--- config.mk ---
export PLATFORM = sky130hd
export DESIGN_NAME = add_pipe
export DESIGN_NICKNAME = d
export VERILOG_FILES = /design/src/rtl/add_pipe_pkg.sv /design/src/rtl/add_pipe_stage.sv /design/src/rtl/add_pipe.sv
export SDC_FILE = /design/constraint.sdc
export NUM_CORES = 1
export LEC_CHECK = 0
export ABC_AREA = 0
export CORE_MARGIN = 5
export CORE_UTILIZATION = 40
export CTS_CLUSTER_DIAMETER = 100
export CTS_CLUSTER_SIZE = 8
export DETAILED_ROUTE_END_ITERATION = 8
export PLACE_DENSITY_LB_ADDON = 0.2
export SLEW_MARGIN = 20
export SYNTH_ARGS = -nofsm -noshare
export SYNTH_HDL_FRONTEND = slang
export SYNTH_HIERARCHICAL = 1
export SYNTH_SLANG_ARGS = --single-unit
--- constraint.sdc ---
create_clock -name clk -period 2.7 [get_ports clk]
set_clock_uncertainty 0.05 [all_clocks]
set_input_delay 0.27 -clock clk [delete_from_list [all_inputs] [get_ports clk]]
set_output_delay 0.27 -clock clk [all_outputs]
set_load 0.01 [all_outputs]
--- src/rtl/add_pipe_pkg.sv ---
// add_pipe_pkg: shared helpers for the pipelined adder/subtractor.
//   stages_ok : true when STAGES is in 1..WIDTH and divides WIDTH evenly.
//   chunk_lsb : bit position of the low end of chunk idx.
package add_pipe_pkg;

  function automatic bit stages_ok(input int width, input int stages);
    return (stages >= 1) && (stages <= width) && ((width % stages) == 0);
  endfunction

  function automatic int chunk_lsb(input int idx, input int cw);
    return idx * cw;
  endfunction

endpackage

--- src/rtl/add_pipe_stage.sv ---
// add_pipe_stage: one pipeline slot of add_pipe. Adds chunk IDX of the
// operands plus the incoming carry, merges the chunk into the running sum,
// and carries the full operands, carry and op bit forward.
// Ports:
//   clk, rst_n           clock, synchronous active-low reset
//   i_valid / o_ready    upstream handshake (o_ready = slot may load)
//   i_a, i_b             operand A and effective operand B (already inverted for sub)
//   i_sum                sum with chunks 0..IDX-1 already filled in
//   i_carry, i_op        carry into this chunk, subtract flag
//   o_valid / i_ready    downstream handshake
//   o_a, o_b, o_sum      registered operands and sum including chunk IDX
//   o_carry, o_op        registered carry out of chunk IDX, subtract flag
module add_pipe_stage
  import add_pipe_pkg::*;
#(
  parameter int WIDTH = 16,
  parameter int CW    = 4,
  parameter int IDX   = 0
) (
  input  logic             clk,
  input  logic             rst_n,
  input  logic             i_valid,
  output logic             o_ready,
  input  logic [WIDTH-1:0] i_a,
  input  logic [WIDTH-1:0] i_b,
  input  logic [WIDTH-1:0] i_sum,
  input  logic             i_carry,
  input  logic             i_op,
  output logic             o_valid,
  input  logic             i_ready,
  output logic [WIDTH-1:0] o_a,
  output logic [WIDTH-1:0] o_b,
  output logic [WIDTH-1:0] o_sum,
  output logic             o_carry,
  output logic             o_op
);

  localparam int LSB = chunk_lsb(IDX, CW);

  typedef struct packed {
    logic             valid;
    logic [WIDTH-1:0] a;
    logic [WIDTH-1:0] b;
    logic [WIDTH-1:0] sum;
    logic             carry;
    logic             op;
  } stage_t;

  stage_t           r_q;
  logic             w_load;
  logic [CW:0]      w_chunk;
  logic [WIDTH-1:0] w_sum_next;

  // The slot may take new contents when it is empty or its current
  // contents leave this cycle (bubble collapsing).
  assign w_load  = !r_q.valid || i_ready;
  assign o_ready = w_load;

  assign w_chunk = {1'b0, i_a[LSB +: CW]} + {1'b0, i_b[LSB +: CW]} + {{CW{1'b0}}, i_carry};

  always_comb begin
    w_sum_next = i_sum;
    w_sum_next[LSB +: CW] = w_chunk[CW-1:0];
  end

  always_ff @(posedge clk) begin
    if (!rst_n) begin
      r_q <= '0;
    end else if (w_load) begin
      r_q.valid <= i_valid;
      // Data only moves with a valid token, so undriven inputs on idle
      // cycles never reach the registers.
      if (i_valid) begin
        r_q.a     <= i_a;
        r_q.b     <= i_b;
        r_q.sum   <= w_sum_next;
        r_q.carry <= w_chunk[CW];
        r_q.op    <= i_op;
      end
    end
  end

  assign o_valid = r_q.valid;
  assign o_a     = r_q.a;
  assign o_b     = r_q.b;
  assign o_sum   = r_q.sum;
  assign o_carry = r_q.carry;
  assign o_op    = r_q.op;

endmodule

--- src/rtl/add_pipe.sv ---
// add_pipe: pipelined WIDTH-bit adder/subtractor. The carry chain is cut
// into STAGES chunks of WIDTH/STAGES bits, one register slot per chunk.
// Ports:
//   clk, rst_n            clock, synchronous active-low reset
//   in_valid, in_ready    input handshake
//   in_a, in_b, in_sub    operands; in_sub=1 selects A-B
//   out_valid, out_ready  output handshake
//   out_sum               [WIDTH-1:0] result, [WIDTH] carry (add) / borrow (sub)
//   out_ovf               signed two's-complement overflow
//
// Handshake: a transfer happens on a rising edge where valid && ready are
// both high on that side. in_ready depends only on slot occupancy and
// out_ready, never on in_valid. A presented output holds its value until it
// is taken; results leave in acceptance order.
module add_pipe
  import add_pipe_pkg::*;
#(
  parameter int WIDTH  = 16,
  parameter int STAGES = 4
) (
  input  logic             clk,
  input  logic             rst_n,
  input  logic             in_valid,
  output logic             in_ready,
  input  logic [WIDTH-1:0] in_a,
  input  logic [WIDTH-1:0] in_b,
  input  logic             in_sub,
  output logic             out_valid,
  input  logic             out_ready,
  output logic [WIDTH:0]   out_sum,
  output logic             out_ovf
);

  localparam int CW = WIDTH / STAGES;

  if (!stages_ok(WIDTH, STAGES)) begin : g_bad_params
    $error("add_pipe: STAGES must be 1..WIDTH and divide WIDTH");
  end

  // Subtraction as A + ~B + 1: invert B and feed the op bit as carry-in.
  logic [WIDTH-1:0] w_b_eff;
  assign w_b_eff = in_sub ? ~in_b : in_b;

  for (genvar k = 0; k < STAGES; k++) begin : g_st
    logic             w_in_valid;
    logic [WIDTH-1:0] w_in_a;
    logic [WIDTH-1:0] w_in_b;
    logic [WIDTH-1:0] w_in_sum;
    logic             w_in_carry;
    logic             w_in_op;
    logic             w_dn_ready;
    logic             w_up_ready;
    logic             w_valid;
    logic [WIDTH-1:0] w_a;
    logic [WIDTH-1:0] w_b;
    logic [WIDTH-1:0] w_sum;
    logic             w_carry;
    logic             w_op;

    if (k == 0) begin : g_head
      assign w_in_valid = in_valid;
      assign w_in_a     = in_a;
      assign w_in_b     = w_b_eff;
      assign w_in_sum   = '0;
      assign w_in_carry = in_sub;
      assign w_in_op    = in_sub;
    end else begin : g_link
      assign w_in_valid = g_st[k-1].w_valid;
      assign w_in_a     = g_st[k-1].w_a;
      assign w_in_b     = g_st[k-1].w_b;
      assign w_in_sum   = g_st[k-1].w_sum;
      assign w_in_carry = g_st[k-1].w_carry;
      assign w_in_op    = g_st[k-1].w_op;
    end

    if (k == STAGES - 1) begin : g_tail
      assign w_dn_ready = out_ready;
    end else begin : g_next
      assign w_dn_ready = g_st[k+1].w_up_ready;
    end

    add_pipe_stage #(
      .WIDTH (WIDTH),
      .CW    (CW),
      .IDX   (k)
    ) u_stage (
      .clk     (clk),
      .rst_n   (rst_n),
      .i_valid (w_in_valid),
      .o_ready (w_up_ready),
      .i_a     (w_in_a),
      .i_b     (w_in_b),
      .i_sum   (w_in_sum),
      .i_carry (w_in_carry),
      .i_op    (w_in_op),
      .o_valid (w_valid),
      .i_ready (w_dn_ready),
      .o_a     (w_a),
      .o_b     (w_b),
      .o_sum   (w_sum),
      .o_carry (w_carry),
      .o_op    (w_op)
    );
  end

  logic [WIDTH-1:0] w_last_a;
  logic [WIDTH-1:0] w_last_b;
  logic [WIDTH-1:0] w_last_sum;
  logic             w_unused;

  assign in_ready   = g_st[0].w_up_ready;
  assign out_valid  = g_st[STAGES-1].w_valid;
  assign w_last_a   = g_st[STAGES-1].w_a;
  assign w_last_b   = g_st[STAGES-1].w_b;
  assign w_last_sum = g_st[STAGES-1].w_sum;

  // For subtract the final carry is the inverted borrow; XOR with the op
  // bit turns it into a borrow flag.
  assign out_sum = {g_st[STAGES-1].w_carry ^ g_st[STAGES-1].w_op, w_last_sum};

  // Same-sign operands (after B inversion) producing a different-sign result.
  assign out_ovf = (w_last_a[WIDTH-1] == w_last_b[WIDTH-1]) &&
                   (w_last_sum[WIDTH-1] != w_last_a[WIDTH-1]);

  // Only the MSBs of the retained operands matter at the output.
  assign w_unused = ^{w_last_a, w_last_b};

endmodule
==> results.cfg, run 1 <==
[clock_network]
htreeDepth = 3
postCtsHoldBufs = 0
cts_inserted_buffers = 9
cts-resized-gates = 0
clock_path_buffers = 2
cts_root_buf = clkbuf_16
cts_setup_buffers = 0
cts_tree = yes
clock_latency_ns = 0.34
clk_pin_slew_worst_paths_ns = 0.07
cts_sinks = 102

[timing]
rsz0062_at_grt = false
fin_crit_ns = 2.25
setup_viol = 0
max_freq_ghz = 0.445
final.setup.tns_ns = 0
relSlewSlack_pct = 58.4
finalCritPeriodShare_pct = 83.2
hold_viol_final = 0
worst_pin_slew_ns = 0.623
slew_viol_final = 0

[drt]
vias_per_cell = 5.17
postRouteAntennaNets = 0
wl_per_cell_um = 14.0
drt_iter0_markers = 275
num_vias = 3944
first_pass_iters = 5
routed_wirelength_um = 10700
drc = 0

[setup_path]
cpMaxStageDelayCell = clkdlybuf4s50_1
crit_path_end_kind = output port
arrival_ns = 1.93
start_kind = input port
cpLargestDelayFamily = buffers and inverters
path_cells = clkdlybuf4s50_1, nor2b_4, inv_2, nor2b_4, inv_2, nor2b_4, inv_2, nor2b_4, inv_2, clkdlybuf4s50_1
worst-path-max-fanout = 2
required_ns = 2.38
path_class = input port to output port
critPathMaxStageDelay_ns = 0.47
worst-path-buf-inv = 6

[finish]
drive_above_1_share_pct = 9.08
nFillCells = 1198
area_growth_pct = 14.5
final_area_um2 = 5690
nNetsFinal = 648
diodes = 0

[placement]
dp_hpwl_um = 7790
io_buffers = 56
placed_area_um2 = 5390
gp_congestion = 0.792

[floorplan]
die_w_um = 121
initial_core_util_pct = 41.0
ioPinCount = 57
die_h_um = 121
num_rows = 40
core_area_um2 = 12100
die-area_um2 = 14800

[power_and_ir_drop]
p_leak_uw = 0.00197
p_per_area_nw_per_um2 = 563
ir_drop_uv = 291

[grt]
grt_usage_pct = 15.0
antenna_found_initial = 0
grt_max_degree = 33
grt_pass1_vias = 3703
grt_overflow_total = 0
grt_pass1_wl_um = 18300

[hold_path]
hp-class = flop to flop

[run]
max-cap-violations = 0

[synth]
synth_cells = 593
synth_area_um2 = 4970
syn_avg_cell_area_um2 = 8.38
synth_warnings = 6
synth_fp_nets = 650

[outcome]
status = finished clean
## metrics by stage
| step | worst slack, ns | hold WS [ns] | power (uW) | instances | utilization [%] |
|---|---|---|---|---|---|
| 6_report | 0.454 | 0.413 | 3200 | 763 | 47.0 |
| 5_1_grt | 0.366 | 0.437 | 3340 | 763 | 47.0 |
| 4_1_cts | 0.430 | 0.418 | 3230 | 763 | 47.0 |
| 3_5_place_dp | 0.301 | 0.415 | 1940 | 748 | 44.5 |
| 3_3_place_gp | 0.378 | 0.409 | 1930 | 748 | 44.5 |
| 2_1_floorplan | 0.447 | 0.368 | 1830 | 593 | - |
## where the power goes
part / switching (uW) / total [uW] / leakage (uW) / internal [uW]
clock network: 556 / 1300 / 0.000146 / 746
registers: 31.9 / 1590 / 0.000830 / 1560
logic: 164 / 312 / 0.000996 / 148
## final cells by class
class | instances | area [um^2] | area share (%)
multi-input cells | 378 | 2330 | 40.9
flip-flops and latches | 102 | 2040 | 35.9
repair buffers | 76 | 711 | 12.5
clock buffers | 11 | 243 | 4.27
well taps | 168 | 210 | 3.69
inverters | 24 | 100 | 1.76
clock inverters | 4 | 56.3 | 0.990
## final timing paths
check                     startpoint                  endpoint  slack [ns]  cells past startpoint
min             g_st[2].u_stage/o_op      g_st[3].u_stage/o_op        0.41                      2
min reg2reg     g_st[2].u_stage/o_op      g_st[3].u_stage/o_op        0.41                      2
max                        out_ready                  in_ready        0.45                     10
max reg2reg  g_st[3].u_stage/o_valid  g_st[0].u_stage/o_sum[3]        0.83                     10
## routing by layer
metal  vias up  global-route usage [%]  part of all wire, %
met5         -                       0                    0
met3         7                    2.98                  4.3
met1      1823                    20.9                   49
met4         0                    4.27                  1.0
li1       2029                       -                    -
met2        85                    23.4                   46
## placed cells by master (no fill, tap or decap), drive strengths merged, types with 4 or more instances in the layout
| cell type | instances |
|---|---|
| nand3 | 90 |
| nor3 | 8 |
| and2 | 4 |
| a21oi | 106 |
| a311oi | 4 |
| buf | 20 |
| clkdlybuf4s50 | 56 |
| xnor2 | 4 |
| nor2b | 8 |
| a211oi | 4 |
| dfxtp | 102 |
| fa | 8 |
| o21ai | 90 |
| clkbuf | 11 |
| a211o | 4 |
| nand2 | 9 |
| ha | 12 |
| nand2b | 5 |
| a2111oi | 4 |
| inv | 25 |
| xor2 | 17 |
## state kept, by name, indices dropped and copies added, names as in the netlist
signal and cells:
g_st.u_stage/o_valid 4, g_st.u_stage/o_sum 40, g_st.u_stage/o_a 25, g_st.u_stage/o_op 4, g_st.u_stage/o_carry 4, g_st.u_stage/o_b 25
## worst reg2reg max path: stages, from the launching register on
cell,delay [ns]
dfxtp_1,0.33
nor2b_4,0.17
inv_2,0.07
nor2b_4,0.12
inv_2,0.06
nor2b_4,0.12
inv_2,0.06
nor2b_4,0.12
buf_4,0.28
nor3_1,0.10
a211o_1,0.29
No activity file was read; power rests on OpenSTA's default activity.
==> run 2: changes to the inputs <==
clock period = 1.9 ns   (was 2.7 ns; I/O delays follow)
==> run 2 against run 1 <==
  * Worst hold slack worse by 0.040 ns
  * Register-to-register slack worse by 0.67 ns
  * Via count up 1.1%
  * Total power up 44%
  * Largest cell class unchanged
  * Final cell count up 0.66%
  * Sequential power up 42%
  * First-iteration DRC count down 17%
  * Critical path depth down 1
  * Combinational power up 50%
==> results.cfg, run 2 (same netlist as run 1, synthesis figures left out) <==
[outcome]
status = finished clean

[setup_path]
cpLargestDelayFamily = simple AND/OR/NAND/NOR gates
critPathMaxStageDelay_ns = 0.32
cpMaxStageDelayCell = dfxtp_2
path_cells = nor2b_4, inv_2, nor2b_4, inv_2, nor2b_4, inv_2, nor2b_4, inv_2, buf_6
crit_start = g_st[3].u_stage/o_valid
required_ns = 1.66
crit_path_end_kind = output port
worst-path-buf-inv = 5
path_class = flop to output port
start_kind = flop
arrival_ns = 1.57
timing.rr.start = g_st[3].u_stage/o_valid
worst-path-max-fanout = 2

[clock_network]
cts_tree = yes
htreeDepth = 3
cts_setup_buffers = 0
cts_root_buf = clkbuf_16
clk_pin_slew_worst_paths_ns = 0.07
clock_path_buffers = 2
clock_latency_ns = 0.34
cts_inserted_buffers = 9
cts_sinks = 102

[power_and_ir_drop]
power_frac_clock_pct = 40.8
p_per_area_nw_per_um2 = 791
swShare_pct = 24.4
seq_power_share_pct = 49.0
ir_drop_uv = 357
p_leak_uw = 0.00202
p_comb_share_pct = 10.1
p_sw_uw = 1120
cellInternalPower_uw = 3470

[floorplan]
die_w_um = 121
num_rows = 40
ioPinCount = 57
die-area_um2 = 14800
core_area_um2 = 12100
initial_core_util_pct = 41.0
die_h_um = 121

[drt]
postRouteAntennaNets = 0
num_vias = 3986
top_layer = met4
first_pass_iters = 4
wl_per_cell_um = 14.0
met3WireLength_um = 360
wl_met2_um = 4970
vias_per_cell = 5.19
routed_wirelength_um = 10700
drc = 0
wl_met1_um = 5250
drt_iter0_markers = 229

[finish]
final_util_pct = 48.0
mostFrequentLayoutCells = a21oi_1, dfxtp_1, o21ai_0, nand3_1, clkdlybuf4s50_1
nNetsFinal = 652
area_growth_pct = 16.9
nFillCells = 1240
diodes = 0
final_cells = 768
largest_reg_flops = 40
drive_above_1_share_pct = 11.7
layout_commonest_cell = a21oi_1

[run]
max-cap-violations = 0

[placement]
io_buffers = 56
gp_congestion = 0.797
post-place-ws_ns = -0.249
dp_hpwl_um = 7730
placed_cells = 752

[timing]
max_freq_ghz = 0.553
slew_viol_final = 0
hold_viol_final = 0
worst_pin_slew_ns = 0.321
finalCritPeriodShare_pct = 95.2
final.setup.tns_ns = 0
fin_crit_ns = 1.81
rsz0062_at_grt = true
relSlewSlack_pct = 78.6
setup_viol = 0
fin_ws_ns = 0.0916

[grt]
antenna_found_initial = 0
grt_pass1_vias = 3823
grt_pass1_wl_um = 18200
grt_overflow_total = 0
grt_usage_pct = 14.8
grt_max_degree = 33

[hold_path]
hp-class = input port to flop
min_from = in_a[5]
run 2: cell type report:
cell class | instances | area [um^2] | area share [%]
clock buffer | 9 | 225 | 3.88
clock inverter | 7 | 80.1 | 1.38
inverter | 24 | 100 | 1.72
multi-input combinational | 378 | 2370 | 40.8
sequential | 102 | 2040 | 35.2
tap | 168 | 210 | 3.62
timing repair buffer | 80 | 783 | 13.5
run 2: worst min-delay path, stage by stage:
cell and delay, ns:
clkdlybuf4s50_1 0.40, nand3_1 0.07, a21oi_1 0.05
run 2: power by group through the flow:
| stage | Clock [uW] | Sequential [uW] | Combinational (uW) |
|---|---|---|---|
| after global placement | 0 | 2300 | 452 |
| final | 1880 | 2250 | 467 |
| after global routing | 2000 | 2260 | 522 |
| after CTS | 1900 | 2250 | 464 |
| after floorplan | 0 | 2290 | 319 |
| after detailed placement | 0 | 2300 | 462 |
run 2: path summary, 6_finish.rpt:
path | to | slack [ns] | depth (start not counted)
worst max-delay path | in_ready | 0.09 | 9
worst min-delay path | g_st[0].u_stage/o_a[5] | 0.37 | 3
worst max register to register | g_st[0].u_stage/o_sum[3] | 0.16 | 10
worst min register to register | g_st[3].u_stage/o_sum[14] | 0.42 | 2
run 2: repair_timing:
item / in CTS / in global routing
gates resized for setup: 4 / 5
pin swaps: 0 / 3
cloned: 0 / 0
setup endpoints to repair: 1 / 7
hold buffers: 0 / 0
run 2: per-stage QoR:
stage                     hold slack [ns]  power, uW  area (um^2)
after detailed placement            0.416       2770         5480
after floorplan                     0.284       2610         5030
final                               0.373       4600         5810
after global placement              0.411       2760         5480
after CTS                           0.365       4620         5780
after global routing                0.380       4780         5810
run 2: metal layers:
| metal | global-route usage (%) | vias to the layer above |
|---|---|---|
| met2 | 23.0 | 73 |
| met3 | 2.14 | 12 |
| met4 | 4.76 | 0 |
| met1 | 21.0 | 1868 |
| li1 | - | 2033 |
| met5 | 0 | - |
